**config.mk**
```make
export PLATFORM = sky130hd
export DESIGN_NAME = trace_cmd_sink_flat
export DESIGN_NICKNAME = d
export VERILOG_FILES = /design/src/rtl/trace_cmd_sink_if.sv /design/src/rtl/trace_cmd_sink.sv /design/src/flat_wrapper.sv
export SDC_FILE = /design/constraint.sdc
export NUM_CORES = 1
export LEC_CHECK = 0
export ABC_AREA = 1
export CAP_MARGIN = 20
export CORE_MARGIN = 10
export CORE_UTILIZATION = 50
export DETAILED_ROUTE_END_ITERATION = 8
export GPL_TIMING_DRIVEN = 0
export PLACE_DENSITY_LB_ADDON = 0.25
export SLEW_MARGIN = 30
export SYNTH_ARGS = -nofsm -noshare
export SYNTH_HDL_FRONTEND = slang
export SYNTH_SLANG_ARGS = --single-unit
```
**constraint.sdc**
```tcl
create_clock -name clk -period 8.55 [get_ports clk]
set_input_delay 0.855 -clock clk [delete_from_list [all_inputs] [get_ports clk]]
set_output_delay 0.855 -clock clk [all_outputs]
set_load 0.01 [all_outputs]
```
**src/rtl/trace_cmd_sink_if.sv**
```systemverilog
// Trace-word input stream and decoded-operation output stream of trace_cmd_sink.
// Width parameters must match the ones given to the sink instance.
interface trace_cmd_sink_if #(
    parameter int CMD_W    = 4,
    parameter int ADDR_W   = 32,
    parameter int OFFSET_W = 6,
    parameter int INDEX_W  = 14
);
    localparam int TAG_W = ADDR_W - INDEX_W - OFFSET_W;

    logic                in_valid;
    logic                in_ready;
    logic [CMD_W-1:0]    in_cmd;
    logic [ADDR_W-1:0]   in_addr;
    logic                in_eof;

    logic                out_valid;
    logic                out_ready;
    logic [2:0]          out_op;
    logic [TAG_W-1:0]    out_tag;
    logic [INDEX_W-1:0]  out_index;
    logic [OFFSET_W-1:0] out_offset;

    // Trace source plus cache side.
    modport master (
        output in_valid, in_cmd, in_addr, in_eof, out_ready,
        input  in_ready, out_valid, out_op, out_tag, out_index, out_offset
    );

    modport slave (
        input  in_valid, in_cmd, in_addr, in_eof, out_ready,
        output in_ready, out_valid, out_op, out_tag, out_index, out_offset
    );
endinterface

```
**src/rtl/trace_cmd_sink.sv**
```systemverilog
// Trace command sink: decodes trace words, drops illegal codes, queues decoded
// operations in a small FIFO and drains it once the trace source reports end-of-file.
module trace_cmd_sink #(
    parameter int CMD_W    = 4,
    parameter int ADDR_W   = 32,
    parameter int OFFSET_W = 6,
    parameter int INDEX_W  = 14,
    parameter int DEPTH    = 4
) (
    input  logic                 clk,
    input  logic                 rst_n,
    trace_cmd_sink_if.slave      bus,
    output logic                 err_illegal,
    output logic [15:0]          cnt_total,
    output logic [7:0]           cnt_illegal,
    output logic                 done
);
    localparam int TAG_W = ADDR_W - INDEX_W - OFFSET_W;
    localparam int PTR_W = $clog2(DEPTH);
    localparam int ENT_W = 3 + ADDR_W;

    typedef enum logic [1:0] {
        ST_RUN,
        ST_DRAIN,
        ST_DONE
    } state_t;

    state_t            state_q, state_d;
    logic [PTR_W:0]    wr_ptr_q, wr_ptr_d;
    logic [PTR_W:0]    rd_ptr_q, rd_ptr_d;
    logic              err_q, err_d;
    logic [15:0]       tot_q, tot_d;
    logic [7:0]        ill_q, ill_d;

    logic [ENT_W-1:0]  slot [DEPTH];
    logic [ENT_W-1:0]  head;
    logic              fifo_empty;
    logic              fifo_full;
    logic              out_valid_w;
    logic              in_ready_w;
    logic              accept;
    logic              push;
    logic              pop;
    logic              legal;
    logic [2:0]        dec_op;

    always_comb begin
        dec_op = 3'd0;
        legal  = 1'b0;
        case (bus.in_cmd)
            CMD_W'(0): begin dec_op = 3'd0; legal = 1'b1; end
            CMD_W'(1): begin dec_op = 3'd1; legal = 1'b1; end
            CMD_W'(2): begin dec_op = 3'd2; legal = 1'b1; end
            CMD_W'(3): begin dec_op = 3'd3; legal = 1'b1; end
            CMD_W'(4): begin dec_op = 3'd4; legal = 1'b1; end
            CMD_W'(8): begin dec_op = 3'd5; legal = 1'b1; end
            CMD_W'(9): begin dec_op = 3'd6; legal = 1'b1; end
            default:   begin dec_op = 3'd0; legal = 1'b0; end
        endcase
    end

    // Pointers carry one extra wrap bit so equal low bits mean empty or full.
    assign fifo_empty = (wr_ptr_q == rd_ptr_q);
    assign fifo_full  = (wr_ptr_q[PTR_W] != rd_ptr_q[PTR_W]) &&
                        (wr_ptr_q[PTR_W-1:0] == rd_ptr_q[PTR_W-1:0]);

    // Readiness depends on registered state only, so a same-cycle pop never frees a slot early;
    // it is also held low while reset is asserted.
    assign in_ready_w  = rst_n && (state_q == ST_RUN) && !fifo_full;
    assign out_valid_w = !fifo_empty && (state_q != ST_DONE);
    assign accept      = bus.in_valid && in_ready_w;
    assign push        = accept && legal;
    assign pop         = out_valid_w && bus.out_ready;

    assign wr_ptr_d = wr_ptr_q + (PTR_W+1)'(push);
    assign rd_ptr_d = rd_ptr_q + (PTR_W+1)'(pop);

    always_comb begin
        state_d = state_q;
        case (state_q)
            ST_RUN:   if (bus.in_eof) state_d = ST_DRAIN;
            ST_DRAIN: if (wr_ptr_d == rd_ptr_d) state_d = ST_DONE;
            ST_DONE:  state_d = ST_DONE;
            default:  state_d = ST_RUN;
        endcase
    end

    always_comb begin
        err_d = accept && !legal;
        tot_d = tot_q;
        ill_d = ill_q;
        if (push && (tot_q != 16'hFFFF)) tot_d = tot_q + 16'd1;
        if (accept && !legal && (ill_q != 8'hFF)) ill_d = ill_q + 8'd1;
    end

    always_ff @(posedge clk or negedge rst_n) begin
        if (!rst_n) begin
            state_q  <= ST_RUN;
            wr_ptr_q <= '0;
            rd_ptr_q <= '0;
            err_q    <= 1'b0;
            tot_q    <= '0;
            ill_q    <= '0;
        end else begin
            state_q  <= state_d;
            wr_ptr_q <= wr_ptr_d;
            rd_ptr_q <= rd_ptr_d;
            err_q    <= err_d;
            tot_q    <= tot_d;
            ill_q    <= ill_d;
        end
    end

    // Storage needs no reset: nothing is visible until the pointers say it was written.
    for (genvar gi = 0; gi < DEPTH; gi++) begin : g_slot
        logic [ENT_W-1:0] entry_q;
        logic [ENT_W-1:0] entry_d;

        always_comb begin
            entry_d = entry_q;
            if (push && (wr_ptr_q[PTR_W-1:0] == PTR_W'(gi))) entry_d = {dec_op, bus.in_addr};
        end

        always_ff @(posedge clk) begin
            entry_q <= entry_d;
        end

        assign slot[gi] = entry_q;
    end

    assign head = slot[rd_ptr_q[PTR_W-1:0]];

    always_comb begin
        bus.out_op     = '0;
        bus.out_tag    = '0;
        bus.out_index  = '0;
        bus.out_offset = '0;
        if (out_valid_w) begin
            bus.out_op     = head[ENT_W-1 -: 3];
            bus.out_tag    = head[ADDR_W-1 -: TAG_W];
            bus.out_index  = head[OFFSET_W +: INDEX_W];
            bus.out_offset = head[OFFSET_W-1:0];
        end
    end

    assign bus.in_ready  = in_ready_w;
    assign bus.out_valid = out_valid_w;
    assign err_illegal   = err_q;
    assign cnt_total     = tot_q;
    assign cnt_illegal   = ill_q;
    assign done          = (state_q == ST_DONE);

endmodule

```
**src/flat_wrapper.sv**
```systemverilog
// flat-port wrapper written by rule: the top's interface ports become plain ports
module trace_cmd_sink_flat 
#(
    parameter int CMD_W    = 4,
    parameter int ADDR_W   = 32,
    parameter int OFFSET_W = 6,
    parameter int INDEX_W  = 14,
    parameter int DEPTH    = 4
)
  (clk, rst_n, err_illegal, cnt_total, cnt_illegal, done, bus_in_valid, bus_in_cmd, bus_in_addr, bus_in_eof, bus_out_ready, bus_in_ready, bus_out_valid, bus_out_op, bus_out_tag, bus_out_index, bus_out_offset);
  trace_cmd_sink_if #(.CMD_W(CMD_W), .ADDR_W(ADDR_W), .OFFSET_W(OFFSET_W), .INDEX_W(INDEX_W)) bus_i ();
  input  logic clk;
  input  logic rst_n;
  output logic err_illegal;
  output logic [15:0] cnt_total;
  output logic [7:0] cnt_illegal;
  output logic done;
  input wire logic [$bits(bus_i.in_valid)-1:0] bus_in_valid;
  input wire logic [$bits(bus_i.in_cmd)-1:0] bus_in_cmd;
  input wire logic [$bits(bus_i.in_addr)-1:0] bus_in_addr;
  input wire logic [$bits(bus_i.in_eof)-1:0] bus_in_eof;
  input wire logic [$bits(bus_i.out_ready)-1:0] bus_out_ready;
  output wire logic [$bits(bus_i.in_ready)-1:0] bus_in_ready;
  output wire logic [$bits(bus_i.out_valid)-1:0] bus_out_valid;
  output wire logic [$bits(bus_i.out_op)-1:0] bus_out_op;
  output wire logic [$bits(bus_i.out_tag)-1:0] bus_out_tag;
  output wire logic [$bits(bus_i.out_index)-1:0] bus_out_index;
  output wire logic [$bits(bus_i.out_offset)-1:0] bus_out_offset;
  assign bus_i.in_valid = bus_in_valid;
  assign bus_i.in_cmd = bus_in_cmd;
  assign bus_i.in_addr = bus_in_addr;
  assign bus_i.in_eof = bus_in_eof;
  assign bus_i.out_ready = bus_out_ready;
  assign bus_in_ready = bus_i.in_ready;
  assign bus_out_valid = bus_i.out_valid;
  assign bus_out_op = bus_i.out_op;
  assign bus_out_tag = bus_i.out_tag;
  assign bus_out_index = bus_i.out_index;
  assign bus_out_offset = bus_i.out_offset;
  trace_cmd_sink #(.CMD_W(CMD_W), .ADDR_W(ADDR_W), .OFFSET_W(OFFSET_W), .INDEX_W(INDEX_W), .DEPTH(DEPTH)) u_core (.clk(clk), .rst_n(rst_n), .bus(bus_i), .err_illegal(err_illegal), .cnt_total(cnt_total), .cnt_illegal(cnt_illegal), .done(done));
endmodule
```
After elaboration in Yosys (flattened, before gate mapping)
Cells that the tools add are included.
{"block": "op_classes", "add_sub_neg": 4, "magnitude_cmp": 1, "eq_ne": 20, "reduce_logical": 22, "bitwise_logic": 1, "mux": 12}
{"operator": "binary-select mux 35 bit (select 2 bit)", "n": 1}
{"operator": "two-way mux 35 bit", "n": 2}
{"operator": "one-hot mux 3 bit (6 select lines)", "n": 1}
{"operator": "adder 16 x 1 -> 16 bit, second input constant", "n": 1}
{"operator": "!= test 16 bit, second input constant", "n": 1}
{"operator": "logical AND 1 bit", "n": 14}
{"operator": "two-way mux 14 bit", "n": 1}
{"operator": "two-way mux 12 bit", "n": 1}
{"operator": "adder 8 x 1 -> 8 bit, second input constant", "n": 1}
{"operator": "== test 4 x 2 -> 1 bit, second input constant", "n": 2}
{"operator": "== test 4 bit, second input constant", "n": 2}
{"operator": "!= test 8 bit, second input constant", "n": 1}
{"operator": "OR reduction 7 bit", "n": 1}
{"operator": "adder 3 x 1 -> 3 bit", "n": 2}
{"operator": "== test 2 bit, second input constant", "n": 3}
{"operator": "== test 3 bit", "n": 2}
{"operator": "two-way mux 6 bit", "n": 1}
{"operator": "one-hot mux 2 bit (3 select lines)", "n": 1}
{"operator": "== test 2 x 1 -> 1 bit, second input constant", "n": 2}
{"operator": "== test 4 x 1 -> 1 bit, second input constant", "n": 1}
{"operator": "== test 4 x 3 -> 1 bit, second input constant", "n": 1}
{"operator": "zero test 2 bit", "n": 2}
{"operator": "zero test 4 bit", "n": 1}
{"operator": "two-way mux 2 bit", "n": 2}
{"operator": "10 further kinds", "n": 13}
{"block": "totals", "regBits": 173, "output_inout_bits": 63, "word_cells": 70, "in_bits": 41}

Logic depth before layout (Yosys ltp)
Gate-level depths: netlist of the first run.
{"block": "logic_depth", "ltp_word": 10, "ltp_mapped": 18, "depth_no_buf": 16}

Worst setup path after synthesis of the first run
Ideal clock, no wire load.
{"block": "synth_path", "path_kind": "input to register", "from": "in bus_in_cmd[0]", "to": "reg u_core.g_slot[1].entry_q[0] (enable)", "stages": 7, "path_buffers": 2, "required_time_ns": 8.079, "setup_ns": 0.471, "slack_ns": 4.065, "arrival_ns": 4.014, "cell_sequence": "nor2_1 nand2_1 nand3_2 nand4_2 buf_6 buf_6 nor3_1"}
{"block": "synth_via", "elab_chain_len": 5, "word_cells_on_any_way": 11, "classes_between": "6 x eq/ne; 1 x mux; 4 x reduce/logical"}
{"element": "start: declaration", "line": "flat_wrapper.sv:19", "source": "input wire logic [$bits(bus_i.in_cmd)-1:0] bus_in_cmd;"}
{"element": "== test 4 x 1 -> 1 bit (tied with other cells)", "line": "trace_cmd_sink.sv:50", "source": "case (bus.in_cmd)"}
{"element": "OR reduction 7 bit (no source line) *"}
{"element": "two-way mux 1 bit *", "line": "trace_cmd_sink.sv:50"}
{"element": "logical AND 1 bit *", "line": "trace_cmd_sink.sv:72", "source": "assign push = accept && legal;"}
{"element": "logical AND 1 bit *", "line": "trace_cmd_sink.sv:121", "source": "if (push && (wr_ptr_q[PTR_W-1:0] == PTR_W'(gi))) entry_d = {dec_op, bus.in_addr};"}
{"element": "end signal: assignment", "line": "trace_cmd_sink.sv:125", "source": "entry_q <= entry_d;"}
{"element": "end: declaration", "line": "trace_cmd_sink.sv:116", "source": "logic [ENT_W-1:0] entry_q;"}
Every way passes the cells marked *; elsewhere a longest branch is shown, timed or not.
A chain may end at the register's enable or synchronous reset.

Worst setup path after layout of the first run
{"block": "layout_path", "from": "reg u_core.rd_ptr_q[0]", "to": "out bus_out_tag[11]"}
{"block": "layout_via", "elab_chain_len": 5, "word_cells_on_any_way": 8, "classes_between": "1 x eq/ne; 4 x mux; 1 x bitwise; 2 x reduce/logical"}
{"element": "start: declaration", "line": "trace_cmd_sink.sv:30", "source": "logic [PTR_W:0] rd_ptr_q, rd_ptr_d;"}
{"element": "start signal: assignment", "line": "trace_cmd_sink.sv:107", "source": "rd_ptr_q <= rd_ptr_d;"}
{"element": "inverter 2 -> 3 bit (implied by the code)", "line": "trace_cmd_sink.sv:131", "source": "assign head = slot[rd_ptr_q[PTR_W-1:0]];"}
{"element": "binary-select mux 35 bit (select 2 bit)", "line": "trace_cmd_sink.sv:131"}
{"element": "two-way mux 35 bit (implied by the code) (2 in a row)", "line": "trace_cmd_sink.sv:131"}
{"element": "two-way mux 12 bit *", "line": "trace_cmd_sink.sv:138", "source": "if (out_valid_w) begin"}
{"element": "end: declaration", "line": "flat_wrapper.sv:26", "source": "output wire logic [$bits(bus_i.out_tag)-1:0] bus_out_tag;"}
Every way passes the cells marked *; elsewhere a longest branch is shown, timed or not. The select of a mux whose other input is x is not followed.

==> qor.csv, run 1 <==
metric,value,unit
layout-drive-gt1-share,9.92,%
postSynth.asyncResetShare,19.1,%
p_leak,3.63,nW
multi_input_area,0.00217,mm^2
1st_iter_drt_viols,359,
peakVddDrop,196,uV
antenna_violations_before_repair,0,
final.min_clock_period,3.47,ns
synth_enable_flop_cells,140,
ys_dominant_reg_cell,sky130_fd_sc_hd__edfxtp_1,
die_area,0.0202,mm^2
synth_top_area_cell,sky130_fd_sc_hd__edfxtp_1,
vias,5455,
floorplan.die.height,142,um
detail_route.drc_violations,0,
netlist_top_cells_area,"sky130_fd_sc_hd__edfxtp_1 56%, sky130_fd_sc_hd__dfrtp_1 11%, sky130_fd_sc_hd__nor2_1 8.1%",
mappedNetlistNets,743,
synth_seq_cells,173,
grt_pass1_vias,5769,
slew_headroom,53.7,%
final.period_utilization,40.6,%
rows,44,
post_synth_instance_area,0.00748,mm^2
finalHoldViolCount,0,
kind_of_end_point_of_the_critical_path,output port,
cp_max_fo,10,
wire_length_reported_by_the_detailed_router,18200,um
cts.repair.resized,0,
core_area,0.0146,mm^2
start_util,51.3,%
placement.io_buffers,103,
dpl.hpwl,12900,um
grt_use_total,18.3,%
area_growth_syn_to_layout,27.2,%
cts_made_buffers,17,
timing.final.max_slew_violations,0,
fin_worst_skew,0.00604,ns
number_of_synthesis_warnings,0,
place_worst_setup_slack,4.68,ns
gpl.final_weighted_congestion,0.851,
outcome,"complete, no violations",
number_of_hold_buffers_added_after_cts,0,
final.setup.worst_slack,5.08,ns
clk_root_buffer_cell,sky130_fd_sc_hd__clkbuf_16,
max_slew.worst_pin.slew,0.691,ns
layout.area.seq,0.00503,mm^2
crit_required,7.70,ns
whs,0.265,ns
placedInstanceArea,0.00894,mm^2
numClockSinks,173,
synth_cells,692,
crit_type,flop to output port,
chipWidth,142,um
yosysSeqAreaShare,67.3,%
design_area,0.00952,mm^2
num_antenna_cells,0,
maximum_root_to_sink_buffer_count,2,
synthesis.area_per_instance,10.8,um^2
final.setup.tns,0,ns
firstDrtPassIters,5,
arrival,2.61,ns
cts_tree,yes,
powerDensity,316,mW/mm^2
finalSetupViolCount,0,
cts.clk_slew.worst_paths,0.06,ns
grt-ovfl-total,0,
num-nets-final,886,
max_freq,288,MHz
cap_violations,0,
grt_start_max_net_pins,29,
vias_per_inst,5.29,
synth_top_area_share,56.2,%
cts-htree-levels,4,
post_drt_wl_per_cell,17.7,um
postLayoutCoreUtil,65.2,%
clk_latency,0.43,ns
yosys.cell_types.count,27,
number_of_filler_instances_in_the_final_layout,1081,
final_antenna_violating_net_count,0,
worst_hold_path_type,primary input to asynchronous set/reset pin,
setup_fix_bufs_post_cts,0,
rsz_0062_raised_after_global_routing,no,
grt_pass1_wl,29200,um
boundaryPins,104,
start_kind,flop,
## critical path: stages, from the launching register on
cell	delay, ns
sky130_fd_sc_hd__dfrtp_1	0.38
sky130_fd_sc_hd__buf_4	0.18
sky130_fd_sc_hd__inv_2	0.18
sky130_fd_sc_hd__clkbuf_1	0.40
sky130_fd_sc_hd__o21ai_0	0.18
sky130_fd_sc_hd__a21oi_1	0.27
sky130_fd_sc_hd__clkdlybuf4s50_1	0.59
## layer usage
| metal | wire length (um) | up-vias | track usage, % |
|---|---|---|---|
| met4 | 257 | 0 | 6.82 |
| met3 | 1360 | 21 | 4.97 |
| li1 | - | 2641 | - |
| met1 | 7570 | 2618 | 22.3 |
| met2 | 9060 | 175 | 30.4 |
| met5 | 0 | - | 0 |
## sequential cells by signal, summed over array words and instances (netlist names)
register               flops
u_core.cnt_total          16
u_core.wr_ptr_q            3
u_core.err_illegal         1
u_core.g_slot.entry_q    140
u_core.cnt_illegal         8
u_core.state_q             2
u_core.rd_ptr_q            3
## through the flow
step                      cells  total power [W]
after floorplan             692          0.00166
after global placement      979          0.00222
after detailed placement   1000          0.00227
after CTS                  1031          0.00302
after global routing       1031          0.00318
final                      1031          0.00301
## layout by cell type, fill, tap and decap left out, drive strengths merged, types with 6 or more instances in the layout
master,instances
xnor2,8
dfrtp,33
clkdlybuf4s50,102
edfxtp,140
xor2,10
buf,32
nand2,94
inv,38
a21oi,36
clkinv,8
nor2,165
nand3,29
o21ai,84
nor3,8
ha,10
clkbuf,38
nand4,6
## cell type report
type                    count  share of cell area, %
plain buffers              30                   1.62
clock buffers              18                   4.51
clock inverters            13                   1.58
inverters                  39                   1.55
multi-input cells         450                   22.8
flip-flops and latches    173                   52.9
well taps                 184                   2.42
repair buffers            124                   12.7
## cells in the mapped netlist, types with 4 or more instances
cell,number
sky130_fd_sc_hd__nand3_1,26
sky130_fd_sc_hd__buf_4,4
sky130_fd_sc_hd__o21ai_1,24
sky130_fd_sc_hd__clkbuf_1,20
sky130_fd_sc_hd__o21ai_0,60
sky130_fd_sc_hd__xnor2_1,7
sky130_fd_sc_hd__dfrtp_1,33
sky130_fd_sc_hd__nand2_2,4
sky130_fd_sc_hd__ha_1,10
sky130_fd_sc_hd__nor3_1,6
sky130_fd_sc_hd__a21oi_1,36
sky130_fd_sc_hd__edfxtp_1,140
sky130_fd_sc_hd__nand2_1,90
sky130_fd_sc_hd__inv_1,35
sky130_fd_sc_hd__xor2_1,10
sky130_fd_sc_hd__nand4_1,5
sky130_fd_sc_hd__nor2_1,161
## where the power goes
group	internal, W	switching [W]
Combinational	0.000530	0.000706
Sequential	0.000961	0.0000431
Clock	0.000454	0.000311
Total	0.00195	0.00106
## logic make-up after synthesis
kind of cell	count (synthesis)	synth area share (%)
and+or+nand+nor	302	16.8
DFF	173	67.3
AOI/OAI and AO/OA	120	8.03
buffers and inverters	69	4.03
xor gates and xnor gates	18	2.21
adders and majority gates	10	1.67
## worst paths after layout
check / slack, ns / to / depth (start not counted) / startpoint
max: 5.08 / bus_out_tag[11] / 6 / u_core.rd_ptr_q[0]$_DFF_PN0_
min: 0.26 / u_core.cnt_illegal[3]$_DFFE_PN0P_ / 1 / rst_n
max reg2reg: 5.55 / u_core.g_slot[0].entry_q[25]$_DFFE_PP_ / 13 / u_core.rd_ptr_q[0]$_DFF_PN0_
min reg2reg: 0.52 / u_core.state_q[1]$_DFFE_PN0P_ / 2 / u_core.state_q[1]$_DFFE_PN0P_
max in group asynchronous: 7.87 / u_core.cnt_total[11]$_DFFE_PN0P_ / 2 / rst_n
min in group clk: 0.52 / u_core.state_q[1]$_DFFE_PN0P_ / 2 / u_core.state_q[1]$_DFFE_PN0P_
Power figures use the tool's default switching activity.
==> run 2, diff against run 1 <==
- CORE_UTILIZATION: 50 -> 49
- clock period: 8.55 -> 2.9 ns (I/O delays scaled with it)
==> qor.csv, run 2 (synthesis gave the netlist of run 1 again) <==
metric,value,unit
largest_register_ffs,140,
1st_iter_drt_viols,374,
kind_of_end_point_of_the_critical_path,output port,
num-nets-final,882,
cts.clk_slew.worst_paths,0.06,ns
combPwrFrac,41.1,%
clk_latency,0.42,ns
final-instance-count-excl-fill,1032,
final.setup.tns,0,ns
arrival,2.49,ns
timing.final.max_slew_violations,0,
maximum_root_to_sink_buffer_count,2,
layout.cells.most_common,sky130_fd_sc_hd__nor2_1,
firstDrtPassIters,4,
grt_pass1_wl,29200,um
power.switching,0.00314,W
rows,45,
place_inst,998,
p_sw_share,34.4,%
finalSetupViolCount,0,
crit_required,2.61,ns
final_antenna_violating_net_count,0,
die_area,0.0206,mm^2
clk_root_buffer_cell,sky130_fd_sc_hd__clkbuf_16,
fin_worst_skew,0.00618,ns
cap_violations,0,
core_area,0.0151,mm^2
area_growth_syn_to_layout,29.1,%
cp_max_fo,10,
dpl.hpwl,12500,um
p_leak,3.70,nW
cts-htree-levels,4,
outcome,"complete, no violations",
vias_per_inst,5.38,
floorplan.die.height,144,um
registers.top_by_ff_count,u_core.g_slot.entry_q,
placedInstanceArea,0.00897,mm^2
grt-ovfl-total,0,
placement.io_buffers,103,
design_area,0.00966,mm^2
numClockSinks,173,
max_slew.worst_pin.slew,0.690,ns
antenna_violations_before_repair,0,
most-common-layout-cells,"161 x sky130_fd_sc_hd__nor2_1, 140 x sky130_fd_sc_hd__edfxtp_1, 102 x sky130_fd_sc_hd__clkdlybuf4s50_1, 90 x sky130_fd_sc_hd__nand2_1, 60 x sky130_fd_sc_hd__o21ai_0",
wire_length_reported_by_the_detailed_router,18500,um
start_kind,flop,
final.min_clock_period,2.78,ns
pwr-share-clk,26.4,%
crit_type,flop to output port,
slew_headroom,53.8,%
peakVddDrop,503,uV
cts_tree,yes,
finalHoldViolCount,0,
powerDensity,946,mW/mm^2
power.sequential.fraction,32.5,%
grt_pass1_vias,5765,
max_freq,359,MHz
gpl.final_weighted_congestion,0.836,
boundaryPins,104,
worst_hold_path_type,primary input to asynchronous set/reset pin,
vias,5550,
design_power_total,0.00913,W
timing.rr.start,u_core.rd_ptr_q[0]$_DFF_PN0_,
start_util,49.6,%
final.period_utilization,96.0,%
detail_route.drc_violations,0,
crit_path_start,u_core.rd_ptr_q[0]$_DFF_PN0_,
num_antenna_cells,0,
layout-drive-gt1-share,11.3,%
whs,0.260,ns
grt_use_total,18.3,%
internal_power,0.00599,W
chipWidth,144,um
cts_made_buffers,17,
post_drt_wl_per_cell,18.0,um
grt_start_max_net_pins,26,
==> run 2: cell types whose count changed in the layout (fill, tap and decap cells not counted), sizes merged <==
cell	previous run	this run
bufinv	3	4
dlygate4sd3	0	1
clkinvlp	3	1
clkinv	8	2
clkbuf	38	47
buf	32	26
==> run 2: metal layers <==
metal | vias to the layer above | track usage [%] | wire length, um
met2 | 223 | 31.5 | 9450
met4 | 0 | 7.20 | 296
met5 | - | 0 | 0
li1 | 2634 | - | -
met3 | 24 | 5.74 | 1440
met1 | 2669 | 20.6 | 7360
==> run 2: through the flow <==
stage                     utilization (%)  worst slack [ns]
final                                64.0             0.117
after floorplan                         -           -0.0812
after CTS                            63.7          0.000157
after global placement               58.1             -2.60
after global routing                 64.0          -0.00974
after detailed placement             59.4           -0.0175
==> run 2: path summary, 6_finish.rpt <==
path / slack [ns] / cells past startpoint / to
setup / recovery: 0.12 / 9 / bus_out_tag[10]
hold / removal: 0.26 / 2 / u_core.cnt_total[6]$_DFFE_PN0P_
setup reg to reg: 0.25 / 17 / u_core.state_q[1]$_DFFE_PN0P_
hold reg to reg: 0.51 / 2 / u_core.state_q[0]$_DFFE_PN0P_
max in group asynchronous: 2.22 / 3 / u_core.wr_ptr_q[0]$_DFF_PN0_
min in group clk: 0.50 / 1 / u_core.g_slot[0].entry_q[26]$_DFFE_PP_
==> run 2: final cells by class <==
type                            count  area, um^2
Clock buffer                       26         499
Buffer                             30         180
Fill cell                        1179        5430
Clock inverter                      6         131
Tap cell                          188         235
Inverter                           39         150
Timing Repair Buffer              120        1230
Sequential cell                   173        5030
Multi-Input combinational cell    450        2200
==> run 2: power groups by stage <==
stage | combinational [W] | clock (W) | sequential, W
finish | 0.00375 | 0.00241 | 0.00297
global route | 0.00411 | 0.00254 | 0.00299
CTS | 0.00374 | 0.00244 | 0.00297
detailed placement | 0.00369 | 0 | 0.00301
global placement | 0.00358 | 0 | 0.00300
floorplan | 0.00190 | 0 | 0.00300
==> run 2: what timing repair did <==
action / 4_1_cts / 5_1_grt
pin swaps: 0 / 1
resized for setup: 6 / 30
hold buffers: 1 / 0
setup endpoints to repair: 11 / 45
endpoints found under the hold margin: 23 / 0
gates cloned: 0 / 0
buffers inserted: 0 / 1
==> run 2: worst max-delay path, cell delays in order (launching register included) <==
cell,delay [ns]
sky130_fd_sc_hd__dfrtp_1,0.38
sky130_fd_sc_hd__buf_4,0.19
sky130_fd_sc_hd__inv_4,0.13
sky130_fd_sc_hd__nand2_1,0.06
sky130_fd_sc_hd__nand2_1,0.09
sky130_fd_sc_hd__nand4_1,0.15
sky130_fd_sc_hd__nand2_4,0.17
sky130_fd_sc_hd__buf_2,0.29
sky130_fd_sc_hd__a21oi_1,0.10
sky130_fd_sc_hd__clkdlybuf4s50_1,0.50
